===== src/rtl/gfx_pkg.sv =====
// Shared graphics definitions for the 96x64 RGB565 OLED pipeline.
// Screen geometry, bus widths and the per-pixel position payload.
package gfx_pkg;

  localparam int unsigned SCREEN_W   = 96;
  localparam int unsigned SCREEN_H   = 64;
  localparam int unsigned NUM_PIXELS = SCREEN_W * SCREEN_H;
  localparam int unsigned PIX_IDX_W  = 13;
  localparam int unsigned RGB565_W   = 16;
  // Row of an out-of-screen 13-bit index reaches 85, so 7 bits cover x and y
  localparam int unsigned COORD_W    = 7;

  localparam logic [RGB565_W-1:0] COLOUR_TRANSPARENT = 16'h0000;

  typedef struct packed {
    logic                 valid;
    logic [PIX_IDX_W-1:0] idx;
    logic [COORD_W-1:0]   x;
    logic [COORD_W-1:0]   y;
  } pix_pos_t;

endpackage


===== src/rtl/pixel_xy_split.sv =====
// Registered split of a row-major pixel index into (x, y) screen coordinates.
// The constant divide sits in front of a register so downstream stages see it timed.
module pixel_xy_split
  import gfx_pkg::*;
#(
  parameter int unsigned W = SCREEN_W
) (
  input  logic                 clk,
  input  logic                 reset,
  input  logic [PIX_IDX_W-1:0] pixel_index,
  input  logic                 pix_valid,
  output pix_pos_t             pos
);

  logic [PIX_IDX_W-1:0] row;
  logic [PIX_IDX_W-1:0] col;

  always_comb begin
    row = pixel_index / PIX_IDX_W'(W);
    col = pixel_index - PIX_IDX_W'(row * PIX_IDX_W'(W));
  end

  always_ff @(posedge clk or posedge reset) begin
    if (reset) begin
      pos <= '0;
    end else begin
      pos.valid <= pix_valid;
      pos.idx   <= pixel_index;
      pos.x     <= COORD_W'(col);
      pos.y     <= COORD_W'(row);
    end
  end

endmodule


===== src/rtl/sprite_compositor.sv =====
// Offsets/mirrors a screen-authored sprite, composites it over the background and
// counts opaque pixels per frame. Three-stage pipeline: xy split, ROM address, blend.
module sprite_compositor
  import gfx_pkg::*;
#(
  parameter int unsigned          WIDTH       = SCREEN_W,
  parameter int unsigned          HEIGHT      = SCREEN_H,
  parameter logic [RGB565_W-1:0]  TRANSPARENT = COLOUR_TRANSPARENT,
  parameter int unsigned          MIRROR_SUM  = 99,
  parameter int unsigned          OFF_W       = 8
) (
  input  logic                        clk,
  input  logic                        reset,
  input  logic [PIX_IDX_W-1:0]        pixel_index,
  input  logic                        pix_valid,
  input  logic signed [OFF_W-1:0]     dx,
  input  logic signed [OFF_W-1:0]     dy,
  input  logic                        flip,
  output logic [PIX_IDX_W-1:0]        rom_index,
  input  logic [RGB565_W-1:0]         rom_colour,
  output logic [PIX_IDX_W-1:0]        bg_index,
  input  logic [RGB565_W-1:0]         bg_colour,
  output logic [RGB565_W-1:0]         oled_colour,
  output logic                        out_valid,
  output logic                        opaque,
  output logic [PIX_IDX_W-1:0]        frame_opaque_cnt
);

  // Signed source-coordinate width: covers MIRROR_SUM/row span plus a full offset swing
  localparam int unsigned S_W = OFF_W + 3;

  pix_pos_t pos;

  logic signed [OFF_W-1:0] dx_s;
  logic signed [OFF_W-1:0] dy_s;
  logic                    flip_s;
  logic                    frame_start;

  logic signed [S_W-1:0]   x_s;
  logic signed [S_W-1:0]   y_s;
  logic signed [S_W-1:0]   dx_ext;
  logic signed [S_W-1:0]   dy_ext;
  logic signed [S_W-1:0]   col_s;
  logic signed [S_W-1:0]   sx;
  logic signed [S_W-1:0]   sy;
  logic                    in_rng;
  logic [PIX_IDX_W-1:0]    src_addr;

  logic                    s1_valid;
  logic                    s1_in_rng;
  logic                    op;
  logic                    s2_pix0;
  logic [PIX_IDX_W-1:0]    running;

  pixel_xy_split #(
    .W (WIDTH)
  ) u_xy (
    .clk         (clk),
    .reset       (reset),
    .pixel_index (pixel_index),
    .pix_valid   (pix_valid),
    .pos         (pos)
  );

  // Offsets are latched only at frame start so a whole frame renders with one set
  assign frame_start = pix_valid && (pixel_index == '0);

  always_ff @(posedge clk or posedge reset) begin
    if (reset) begin
      dx_s   <= '0;
      dy_s   <= '0;
      flip_s <= 1'b0;
    end else if (frame_start) begin
      dx_s   <= dx;
      dy_s   <= dy;
      flip_s <= flip;
    end
  end

  // Screen position -> sprite source position, rejecting anything off the sprite canvas
  always_comb begin
    x_s      = signed'(S_W'(pos.x));
    y_s      = signed'(S_W'(pos.y));
    dx_ext   = signed'({{(S_W-OFF_W){dx_s[OFF_W-1]}}, dx_s});
    dy_ext   = signed'({{(S_W-OFF_W){dy_s[OFF_W-1]}}, dy_s});
    col_s    = flip_s ? (signed'(S_W'(MIRROR_SUM)) - x_s) : x_s;
    sx       = col_s - dx_ext;
    sy       = y_s - dy_ext;
    in_rng   = !sx[S_W-1] && (sx < signed'(S_W'(WIDTH))) &&
               !sy[S_W-1] && (sy < signed'(S_W'(HEIGHT)));
    src_addr = PIX_IDX_W'(sy) * PIX_IDX_W'(WIDTH) + PIX_IDX_W'(sx);
  end

  always_ff @(posedge clk or posedge reset) begin
    if (reset) begin
      rom_index <= '0;
      bg_index  <= '0;
      s1_valid  <= 1'b0;
      s1_in_rng <= 1'b0;
    end else begin
      rom_index <= in_rng ? src_addr : '0;
      bg_index  <= pos.idx;
      s1_valid  <= pos.valid;
      s1_in_rng <= in_rng;
    end
  end

  // Blend stage: ROM data for rom_index is valid during this cycle
  assign op      = s1_in_rng && (rom_colour != TRANSPARENT);
  assign s2_pix0 = s1_valid && (bg_index == '0);

  always_ff @(posedge clk or posedge reset) begin
    if (reset) begin
      oled_colour <= '0;
      opaque      <= 1'b0;
      out_valid   <= 1'b0;
    end else begin
      oled_colour <= op ? rom_colour : bg_colour;
      opaque      <= op;
      out_valid   <= s1_valid;
    end
  end

  // Per-frame opaque count, published as pixel 0 of the next frame leaves the blend stage
  always_ff @(posedge clk or posedge reset) begin
    if (reset) begin
      running          <= '0;
      frame_opaque_cnt <= '0;
    end else if (s2_pix0) begin
      frame_opaque_cnt <= running;
      running          <= PIX_IDX_W'(op);
    end else if (s1_valid && op) begin
      running <= running + PIX_IDX_W'(1);
    end
  end

endmodule

===== config.mk =====
export PLATFORM = sky130hd
export DESIGN_NAME = sprite_compositor
export DESIGN_NICKNAME = d
export VERILOG_FILES = /design/src/rtl/gfx_pkg.sv /design/src/rtl/pixel_xy_split.sv /design/src/rtl/sprite_compositor.sv
export SDC_FILE = /design/constraint.sdc
export NUM_CORES = 1
export LEC_CHECK = 0
export BUFFER_PORTS_ARGS = -buffer_cell sky130_fd_sc_hd__buf_2
export CAP_MARGIN = 40
export CORE_UTILIZATION = 55
export CTS_BUF_LIST = sky130_fd_sc_hd__clkbuf_16
export DETAILED_ROUTE_END_ITERATION = 7
export PLACE_DENSITY = 0.8
export SYNTH_ARGS = -nofsm -noshare
export SYNTH_HDL_FRONTEND = slang
export SYNTH_SLANG_ARGS = --single-unit

===== constraint.sdc =====
create_clock -name clk -period 4.9 [get_ports clk]
set_clock_uncertainty 0.05 [all_clocks]
set_input_delay 0.98 -clock clk [delete_from_list [all_inputs] [get_ports clk]]
set_output_delay 0.98 -clock clk [all_outputs]
set_load 0.03 [all_outputs]

==> results of run 1 <==
-- stage by stage --
step | hold slack, ns | area, µm²
global placement | 0.282 | 6520
global route | 0.310 | 6830
floorplan | 0.281 | 5810
finish | 0.299 | 6830
detailed placement | 0.285 | 6560
CTS | 0.300 | 6830
-- registers in the layout, summed over array words and instances, names as in the netlist, 8 cells and up --
signal	cells
rom_index	13
dy_s	8
oled_colour	16
u_xy.pos	23
running	13
dx_s	8
frame_opaque_cnt	13
bg_index	13
-- logic make-up after synthesis --
| logic type | count (synthesis) | share of synthesized area [%] |
|---|---|---|
| buf+inv | 60 | 4.26 |
| xor+xnor | 34 | 5.38 |
| mux | 36 | 6.91 |
| compound gates | 93 | 11.1 |
| simple gates | 176 | 15.9 |
| flops | 112 | 48.2 |
| fa+ha+maj | 36 | 8.23 |
-- worst paths after layout --
path                                             to                   start  slack [ns]
max                         rom_index[12]$_DFF_PP0_  u_xy.pos[17]$_DFF_PP0_        0.56
min                              s1_valid$_DFF_PP0_  u_xy.pos[27]$_DFF_PP0_        0.30
max reg2reg                 rom_index[12]$_DFF_PP0_  u_xy.pos[17]$_DFF_PP0_        0.56
min reg2reg                      s1_valid$_DFF_PP0_  u_xy.pos[27]$_DFF_PP0_        0.30
max in group asynchronous  oled_colour[6]$_DFF_PP0_                   reset        3.32
min in group asynchronous  oled_colour[1]$_DFF_PP0_                   reset        0.44
-- worst max-delay path, stage by stage (launching register included) --
cell       delay (ns)
dfrtp_1          0.37
inv_1            0.07
ha_1             0.29
nand2_1          0.06
o21ai_0          0.09
ha_1             0.34
o21a_1           0.20
o31a_1           0.13
o311a_4          0.35
nor3_1           0.41
ha_1             0.31
a21o_1           0.15
a21oi_1          0.23
o21ai_0          0.20
o41ai_1          0.33
xor3_1           0.30
a2111oi_2        0.35
-- cells in the final DEF, fill, tap and decap left out, drive strengths merged, types with 12 or more instances in the layout --
cell type and instances:
nor2 35, mux2 33, buf 127, nand3 12
inv 40, ha 31, o21ai 24, nand2 59
xnor2 14, a21oi 19, xor2 19, dfrtp 112
nor4 19
-- power by group --
part	internal [W]	total, W	switching (W)
Sequential	0.000999	0.00104	0.0000396
Clock	0.000350	0.000676	0.000326
Combinational	0.000395	0.000957	0.000562
Total	0.00174	0.00267	0.000927
-- cell usage after synthesis, types with 2 or more instances --
library cell	number
fa_1	4
inv_1	37
o31ai_1	3
o21a_1	3
nor4_2	5
dfrtp_1	112
nand2b_1	8
nand3_1	12
clkbuf_1	13
a211o_1	3
a21oi_1	19
a32oi_1	2
nor4_1	14
and2_1	4
o21ai_0	24
a21o_1	5
o211ai_1	3
a31oi_1	3
nor3_1	6
xnor2_1	14
or2_2	3
o221ai_1	2
ha_1	31
and4_1	2
xor2_1	19
a22o_1	3
buf_1	2
o31a_1	3
or4bb_1	3
mux2_2	33
o22ai_1	6
o21bai_1	3
and3_1	5
buf_2	6
nand4_1	2
nor2_1	35
nand3b_1	5
nor4b_1	3
nand2_1	59
buf_6	2
nor2b_1	5
mux2i_1	3
-- layer usage --
metal / routed length, µm / part of all wire [%]
met5: 0 / 0
met4: 342 / 2.9
met3: 518 / 4.3
met2: 5920 / 50
met1: 5140 / 43
-- layout make-up --
| cell class | instances | area, µm² | area share, % |
|---|---|---|---|
| tap | 136 | 170 | 2.49 |
| multi-input combinational | 375 | 2770 | 40.5 |
| timing repair buffer | 127 | 674 | 9.87 |
| clock inverter | 7 | 52.6 | 0.769 |
| clock buffer | 9 | 225 | 3.30 |
| sequential | 112 | 2800 | 41.0 |
| inverter | 37 | 141 | 2.07 |
==> flow_metrics.py, run 1 <==
metrics = {
    "power": {
        "ir_drop_uv": 207,
        "power_density_nw_per_um2": 391,
        "p_leak_nw": 3.41,
        "power_w": 0.00267,
    },
    "sta": {
        "tightest_slew_ns": 0.640,
        "setup_viol": 0,
        "slew_violations": 0,
        "fin_setup_tns_ns": 0,
        "rsz0062_at_grt": "false",
        "period_share_pct": 88.5,
        "min_period_ns": 4.34,
        "hold_viol_final": 0,
        "max_freq_ghz": 0.230,
        "fin_ws_ns": 0.562,
        "relSlewSlack_pct": 57.4,
    },
    "synthesis": {
        "synth_cell_types": 60,
        "yosysWarnings": 0,
        "yosysTopAreaCellShare_pct": 48.2,
        "synth_edf_count": 0,
        "synth-seq-cells": 112,
        "syn_area_um2": 5810,
        "netlist_instances": 547,
        "synth_seq_area_share_pct": 48.2,
        "yosys-top-cells-area": "dfrtp_1, ha_1, mux2_2",
        "yosysTopAreaCell": "dfrtp_1",
        "ys.flop_type": "dfrtp_1",
        "synth_nets": 647,
        "synth_area_per_cell_um2": 10.6,
        "synth-async-reset-ratio_pct": 100,
    },
    "route": {
        "drtIter0Drc": 198,
        "vias_per_cell": 5.50,
        "ant_nets": 0,
        "drc_errors": 0,
        "dr.pass1.iters": 4,
        "via_count": 4413,
        "post_drt_wl_per_cell_um": 14.8,
        "drt-total-wl_um": 11900,
    },
    "finish": {
        "area_growth_pct": 17.6,
        "instances_no_fill": 803,
        "final_core_util_pct": 66.5,
        "diodes": 0,
        "final_nets": 762,
        "drive_gt1_share_pct": 28.6,
        "fillers": 821,
    },
    "min_path": {
        "min_path_type": "register to register",
        "hold_depth": 0,
    },
    "global_routing": {
        "met1_usage_pct": 28.1,
        "busiest_layer": "met2",
        "grt_max_degree": 74,
        "antenna_found_initial": 0,
        "grt_use_total_pct": 23.1,
        "use_met2_pct": 39.6,
        "grt_pass1_vias": 4289,
        "met3_usage_pct": 3.56,
        "grt_pass1_wl_um": 19800,
        "grt_overflow": 0,
    },
    "clock_tree": {
        "cts.repair.resized": 0,
        "numCtsBuffers": 9,
        "cts_hold_buffers": 0,
        "cts.sinks": 112,
        "postCtsSetupBuffers": 0,
        "cts.htree.levels": 3,
        "cts.reportedPaths.clkPinSlew_ns": 0.07,
        "cts_buffer_depth": 2,
        "root_buffer": "clkbuf_16",
        "clk_latency_ns": 0.35,
        "cts_tree": "yes",
    },
    "floorplanning": {
        "initial_core_util_pct": 56.5,
        "die_area_um2": 11000,
        "die_w_um": 105,
        "ios": 122,
        "rows": 37,
        "core_area_um2": 10300,
        "dieHeight_um": 105,
    },
    "place": {
        "portBuffers": 121,
        "dp_cells": 787,
        "pre_cts_ws_ns": 0.631,
        "dp_hpwl_um": 9070,
        "place.gp.congestion": 0.837,
    },
    "worst_setup_path": {
        "startpoint_type": "register",
        "crit_fanout": 4,
        "end_kind": "register",
        "cp.required_ns": 5.09,
        "arrival_ns": 4.53,
        "crit_type": "register to register",
        "worst-r2r-cell-count": 16,
    },
    "flow_run": {
        "max-cap-violations": 0,
    },
    "outcome": {
        "status": "completed",
    },
}
No activity file was read; power rests on OpenSTA's default activity.
==> run 2: changes to the inputs <==
- CELL_PAD_IN_SITES_DETAIL_PLACEMENT: not set -> 0
- CELL_PAD_IN_SITES_GLOBAL_PLACEMENT: not set -> 1
- CORE_UTILIZATION: 55 -> 43
- PLACE_DENSITY: 0.8 -> 0.81
==> run 2 against run 1 <==
  * Cell area increased by 1.5%
  * Die area rose by 27%
  * Via count is 1.7% lower
  * Critical endpoint unchanged
  * Largest power group unchanged
  * Highest routed layer unchanged
==> flow_metrics.py, run 2 (same netlist as run 1, synthesis figures left out) <==
metrics = {
    "route": {
        "via_count": 4336,
        "drtIter0Drc": 156,
        "ant_nets": 0,
        "post_drt_wl_per_cell_um": 14.5,
        "vias_per_cell": 5.14,
        "drt-total-wl_um": 12200,
        "drc_errors": 0,
        "dr.pass1.iters": 4,
    },
    "clock_tree": {
        "postCtsSetupBuffers": 0,
        "cts_buffer_depth": 2,
        "cts.htree.levels": 3,
        "cts_tree": "yes",
        "clk_latency_ns": 0.35,
        "cts.repair.resized": 0,
        "cts.reportedPaths.clkPinSlew_ns": 0.07,
        "cts_hold_buffers": 0,
        "root_buffer": "clkbuf_16",
        "numCtsBuffers": 9,
        "cts.sinks": 112,
    },
    "global_routing": {
        "grt_use_total_pct": 18.3,
        "grt_max_degree": 66,
        "grt_pass1_wl_um": 20100,
        "antenna_found_initial": 1,
        "grt_pass1_vias": 4257,
        "grt_overflow": 0,
    },
    "floorplanning": {
        "initial_core_util_pct": 44.0,
        "core_area_um2": 13200,
        "ios": 122,
        "die_area_um2": 14000,
        "dieHeight_um": 118,
        "die_w_um": 118,
        "rows": 42,
    },
    "worst_setup_path": {
        "r2r_setup_slack_ns": 0.59,
        "startpoint_type": "register",
        "critPathTopFamily": "compound AO/OA/AOI/OAI gates",
        "crit_buf_inv": 1,
        "crit_type": "register to register",
        "end_kind": "register",
        "crit_fanout": 4,
        "worst-r2r-cell-count": 16,
        "rr_startpoint": "u_xy.pos[16]$_DFF_PP0_",
        "arrival_ns": 4.50,
        "cp.required_ns": 5.09,
        "crit_path_max_incr_delay_ns": 0.48,
        "reg2reg_to": "rom_index[12]$_DFF_PP0_",
        "critPathLaunch": "u_xy.pos[16]$_DFF_PP0_",
        "crit_top_cell": "ha_1",
        "crit_chain": "inv_1, ha_1, nand2_1, o21ai_0, ha_1, o21a_1, o31a_1, o311a_4, nor3_1, ha_1, a21o_1, a21oi_1, o21ai_0, o41ai_1, xor3_1, a2111oi_2",
        "cp_slowest_cell": "nor3_1",
    },
    "power": {
        "ir_drop_uv": 161,
        "sw_frac_of_total_pct": 33.5,
        "power_density_nw_per_um2": 400,
        "clkPwrFrac_pct": 28.3,
        "p_leak_nw": 3.43,
        "net-switching-power_w": 0.000930,
        "power_w": 0.00278,
        "p_int_w": 0.00185,
        "power_frac_comb_pct": 34.3,
        "pwr-share-seq_pct": 37.4,
    },
    "sta": {
        "hold_viol_final": 0,
        "max_freq_ghz": 0.232,
        "relSlewSlack_pct": 56.9,
        "tightest_slew_ns": 0.646,
        "period_share_pct": 88.0,
        "min_period_ns": 4.31,
        "setup_viol": 0,
        "fin_setup_tns_ns": 0,
        "slew_violations": 0,
        "rsz0062_at_grt": "false",
    },
    "finish": {
        "multi_input_area_um2": 2770,
        "largest_reg_flops": 23,
        "final_area_um2": 6940,
        "final_nets": 762,
        "regMostFlops": "u_xy.pos",
        "drive_gt1_share_pct": 28.6,
        "ff_latch_area_um2": 2800,
        "reg_top3": "u_xy.pos: 23 flops, oled_colour: 16 flops",
        "layout_common_cells": "buf_2, dfrtp_1, nand2_1",
        "area_growth_pct": 19.4,
        "final_core_util_pct": 52.6,
        "fillers": 1201,
        "layout_commonest_cell": "buf_2",
    },
    "min_path": {
        "holdPathEnd": "s1_valid$_DFF_PP0_",
        "min_path_type": "register to register",
        "hold_depth": 0,
        "worstHoldStart": "u_xy.pos[27]$_DFF_PP0_",
    },
    "place": {
        "portBuffers": 121,
        "dp_hpwl_um": 9380,
        "dpl-instance-area_um2": 6610,
        "place.gp.congestion": 0.820,
    },
    "flow_run": {
        "max-cap-violations": 0,
    },
    "outcome": {
        "status": "completed",
    },
}
## run 2: cell types whose count changed in the layout (fill, tap and decap cells not counted)
cell	before	now
bufinv_16	0	2
diode_2	0	1
clkinv_4	1	0
buf_6	1	0
clkinv_2	3	1
buf_8	0	1
clkinvlp_4	0	1
## run 2: worst max-delay path by stage
stage,endpoint,slack (ns),cells past startpoint
floorplan,rom_index[12]$_DFF_PP0_,0.88,17
global placement,rom_index[12]$_DFF_PP0_,0.78,16
detailed placement,rom_index[12]$_DFF_PP0_,0.61,16
CTS,rom_index[12]$_DFF_PP0_,0.59,16
global route,rom_index[12]$_DFF_PP0_,0.31,16
finish,rom_index[12]$_DFF_PP0_,0.59,16
## run 2: metal layers
| layer | track usage (%) | wire (µm) |
|---|---|---|
| met1 | 23.3 | 5470 |
| met2 | 30.3 | 5870 |
| met3 | 3.47 | 618 |
| met4 | 8.33 | 276 |
| met5 | 0 | 0 |
## run 2: cell type report
cell class	count	share of cell area (%)
antenna	1	0.0361
clock buffer	9	3.25
clock inverter	7	1.46
inverter	37	2.04
multi-input combinational	375	39.9
sequential	112	40.4
tap	176	3.17
timing repair buffer	127	9.77
## run 2: through the flow
step,hold WS [ns],setup slack (ns),std cells
floorplan,0.281,0.884,547
global placement,0.282,0.784,825
detailed placement,0.285,0.610,827
CTS,0.302,0.591,843
global route,0.308,0.306,843
finish,0.299,0.587,844
## run 2: power by group through the flow
stage,registers (W),logic (W),clock network (W)
after floorplan,0.00114,0.000652,0
after global placement,0.00105,0.000925,0
after detailed placement,0.00106,0.000956,0
after CTS,0.00104,0.000961,0.000812
after global routing,0.00105,0.00106,0.000846
final,0.00104,0.000953,0.000786
## run 2: worst reg2reg max path: cells and delay by family, from the launching register on
kind,cells,cell delay [ns]
and+or+nand+nor,2,0.54
adders and majority gates,3,0.91
DFF,1,0.39
AOI/OAI and AO/OA,9,1.96
xor gates and xnor gates,1,0.30
buffers and inverters,1,0.06
==> run 3: changes to the inputs <==
- CELL_PAD_IN_SITES_GLOBAL_PLACEMENT: 1 -> 2
- CORE_UTILIZATION: 43 -> 35
- PLACE_DENSITY: 0.81 -> 0.8
==> run 3 against run 2 <==
  * Global-route usage down 2.5 points
  * Sequential power hardly changed
  * Worst hold slack gained 0.0042 ns
  * Largest cell class unchanged
  * Worst setup slack worse by 0.021 ns
  * Sequential share of layout area decreased by 0.15 points
  * Clock power down 5.1%
  * Power is 1.5% lower
  * Critical path depth unchanged
  * Combinational power is essentially flat
  * Sequential cell count did not move
==> flow_metrics.py, run 3 (same netlist as run 1, synthesis figures left out) <==
metrics = {
    "sta": {
        "hold_ws_ns": 0.303,
        "fin_setup_tns_ns": 0,
        "slew_violations": 0,
        "setup_viol": 0,
        "max_freq_ghz": 0.231,
        "min_period_ns": 4.33,
        "rsz0062_at_grt": "false",
        "hold_viol_final": 0,
        "period_share_pct": 88.5,
        "tightest_slew_ns": 0.643,
        "relSlewSlack_pct": 57.1,
        "fin_ws_ns": 0.565,
    },
    "worst_setup_path": {
        "r2r_setup_slack_ns": 0.57,
        "arrival_ns": 4.52,
        "reg2reg_to": "rom_index[12]$_DFF_PP0_",
        "crit_type": "register to register",
        "rr_startpoint": "u_xy.pos[17]$_DFF_PP0_",
        "cp.required_ns": 5.09,
        "worst-r2r-cell-count": 16,
        "crit_fanout": 4,
        "end_kind": "register",
        "startpoint_type": "register",
        "critPathLaunch": "u_xy.pos[17]$_DFF_PP0_",
        "crit_path_end": "rom_index[12]$_DFF_PP0_",
    },
    "min_path": {
        "min_path_type": "register to register",
    },
    "route": {
        "dr.pass1.iters": 4,
        "post_drt_wl_per_cell_um": 14.7,
        "via_count": 4369,
        "vias_per_cell": 4.94,
        "drt-total-wl_um": 13000,
        "ant_nets": 0,
        "drc_errors": 0,
        "drtIter0Drc": 195,
    },
    "global_routing": {
        "grt_pass1_vias": 4213,
        "grt_overflow": 0,
        "grt_use_total_pct": 15.8,
        "grt_max_degree": 53,
        "grt_pass1_wl_um": 20700,
        "antenna_found_initial": 1,
    },
    "finish": {
        "final_nets": 762,
        "ff_latch_area_um2": 2800,
        "drive_gt1_share_pct": 28.3,
        "final_area_um2": 6960,
        "reg_top3": "u_xy.pos: 23 flops, oled_colour: 16 flops",
        "regMostFlops": "u_xy.pos",
        "layout_commonest_cell": "buf_2",
        "fillers": 1544,
        "largest_reg_flops": 23,
        "layout_common_cells": "buf_2, dfrtp_1, nand2_1",
        "multi_input_area_um2": 2770,
        "area_growth_pct": 19.9,
    },
    "clock_tree": {
        "cts.repair.resized": 0,
        "root_buffer": "clkbuf_16",
        "cts.sinks": 112,
        "clk_latency_ns": 0.35,
        "cts.reportedPaths.clkPinSlew_ns": 0.08,
        "cts_hold_buffers": 0,
        "cts.htree.levels": 3,
        "postCtsSetupBuffers": 0,
        "numCtsBuffers": 9,
        "cts_tree": "yes",
        "cts_buffer_depth": 2,
    },
    "power": {
        "ir_drop_uv": 172,
        "power_density_nw_per_um2": 393,
        "p_leak_nw": 3.42,
    },
    "place": {
        "dpl-instance-area_um2": 6660,
        "pre_cts_ws_ns": 0.597,
        "dp_hpwl_um": 10000,
        "portBuffers": 121,
        "place.gp.congestion": 0.789,
    },
    "floorplanning": {
        "core_area_um2": 16100,
        "rows": 46,
        "dieHeight_um": 131,
        "die_w_um": 131,
        "die_area_um2": 17100,
        "ios": 122,
        "initial_core_util_pct": 36.2,
    },
    "outcome": {
        "status": "completed",
    },
    "flow_run": {
        "max-cap-violations": 0,
    },
}
## run 3: cell count changes in the layout (fill, tap and decap cells not counted), sizes merged
cell / change
clkinv: +2
bufinv: -1
clkinvlp: -1
## run 3: layer usage
metal	vias to the layer above	share of wire (%)	track usage [%]
met5	-	0	0
li1	2145	-	-
met2	113	48	27.0
met4	0	1.8	6.49
met1	2095	45	19.8
met3	16	4.4	2.69
## run 3: cell type report
type / count / share of cell area [%]
Tap cell: 216 / 3.88
Inverter: 37 / 2.03
Clock inverter: 7 / 1.11
Timing Repair Buffer: 127 / 9.74
Multi-Input combinational cell: 375 / 39.7
Clock buffer: 9 / 3.23
Sequential cell: 112 / 40.2
Antenna cell: 1 / 0.0359
## run 3: power breakdown
group / internal [W] / switching (W) / leakage [nW]
logic: 0.000395 / 0.000555 / 1.84
registers: 0.000999 / 0.0000414 / 1.43
clock network: 0.000403 / 0.000343 / 0.149
## run 3: metrics by stage
step                total power [W]  std cells  util, %
floorplan                   0.00179        547        -
global placement            0.00199        865     41.2
detailed placement          0.00201        867     41.5
CTS                         0.00277        883     43.4
global route                0.00292        884     43.4
finish                      0.00274        884     43.4
## run 3: critical path: stages, from the launching register on
cell	delay, ns
dfrtp_1	0.37
inv_1	0.06
ha_1	0.28
nand2_1	0.06
o21ai_0	0.09
ha_1	0.33
o21a_1	0.20
o31a_1	0.13
o311a_4	0.34
nor3_1	0.47
ha_1	0.32
a21o_1	0.15
a21oi_1	0.22
o21ai_0	0.17
o41ai_1	0.32
xor3_1	0.29
a2111oi_2	0.36
## run 3: worst min-delay path by stage
| stage | slack [ns] | cells past startpoint | from | to |
|---|---|---|---|---|
| global route | 0.31 | 0 | u_xy.pos[22]$_DFF_PP0_ | bg_index[8]$_DFF_PP0_ |
| finish | 0.30 | 0 | u_xy.pos[22]$_DFF_PP0_ | bg_index[8]$_DFF_PP0_ |
| global placement | 0.28 | 0 | u_xy.pos[19]$_DFF_PP0_ | bg_index[5]$_DFF_PP0_ |
| floorplan | 0.28 | 0 | u_xy.pos[24]$_DFF_PP0_ | bg_index[10]$_DFF_PP0_ |
| CTS | 0.30 | 0 | u_xy.pos[25]$_DFF_PP0_ | bg_index[11]$_DFF_PP0_ |
| detailed placement | 0.29 | 0 | u_xy.pos[23]$_DFF_PP0_ | bg_index[9]$_DFF_PP0_ |
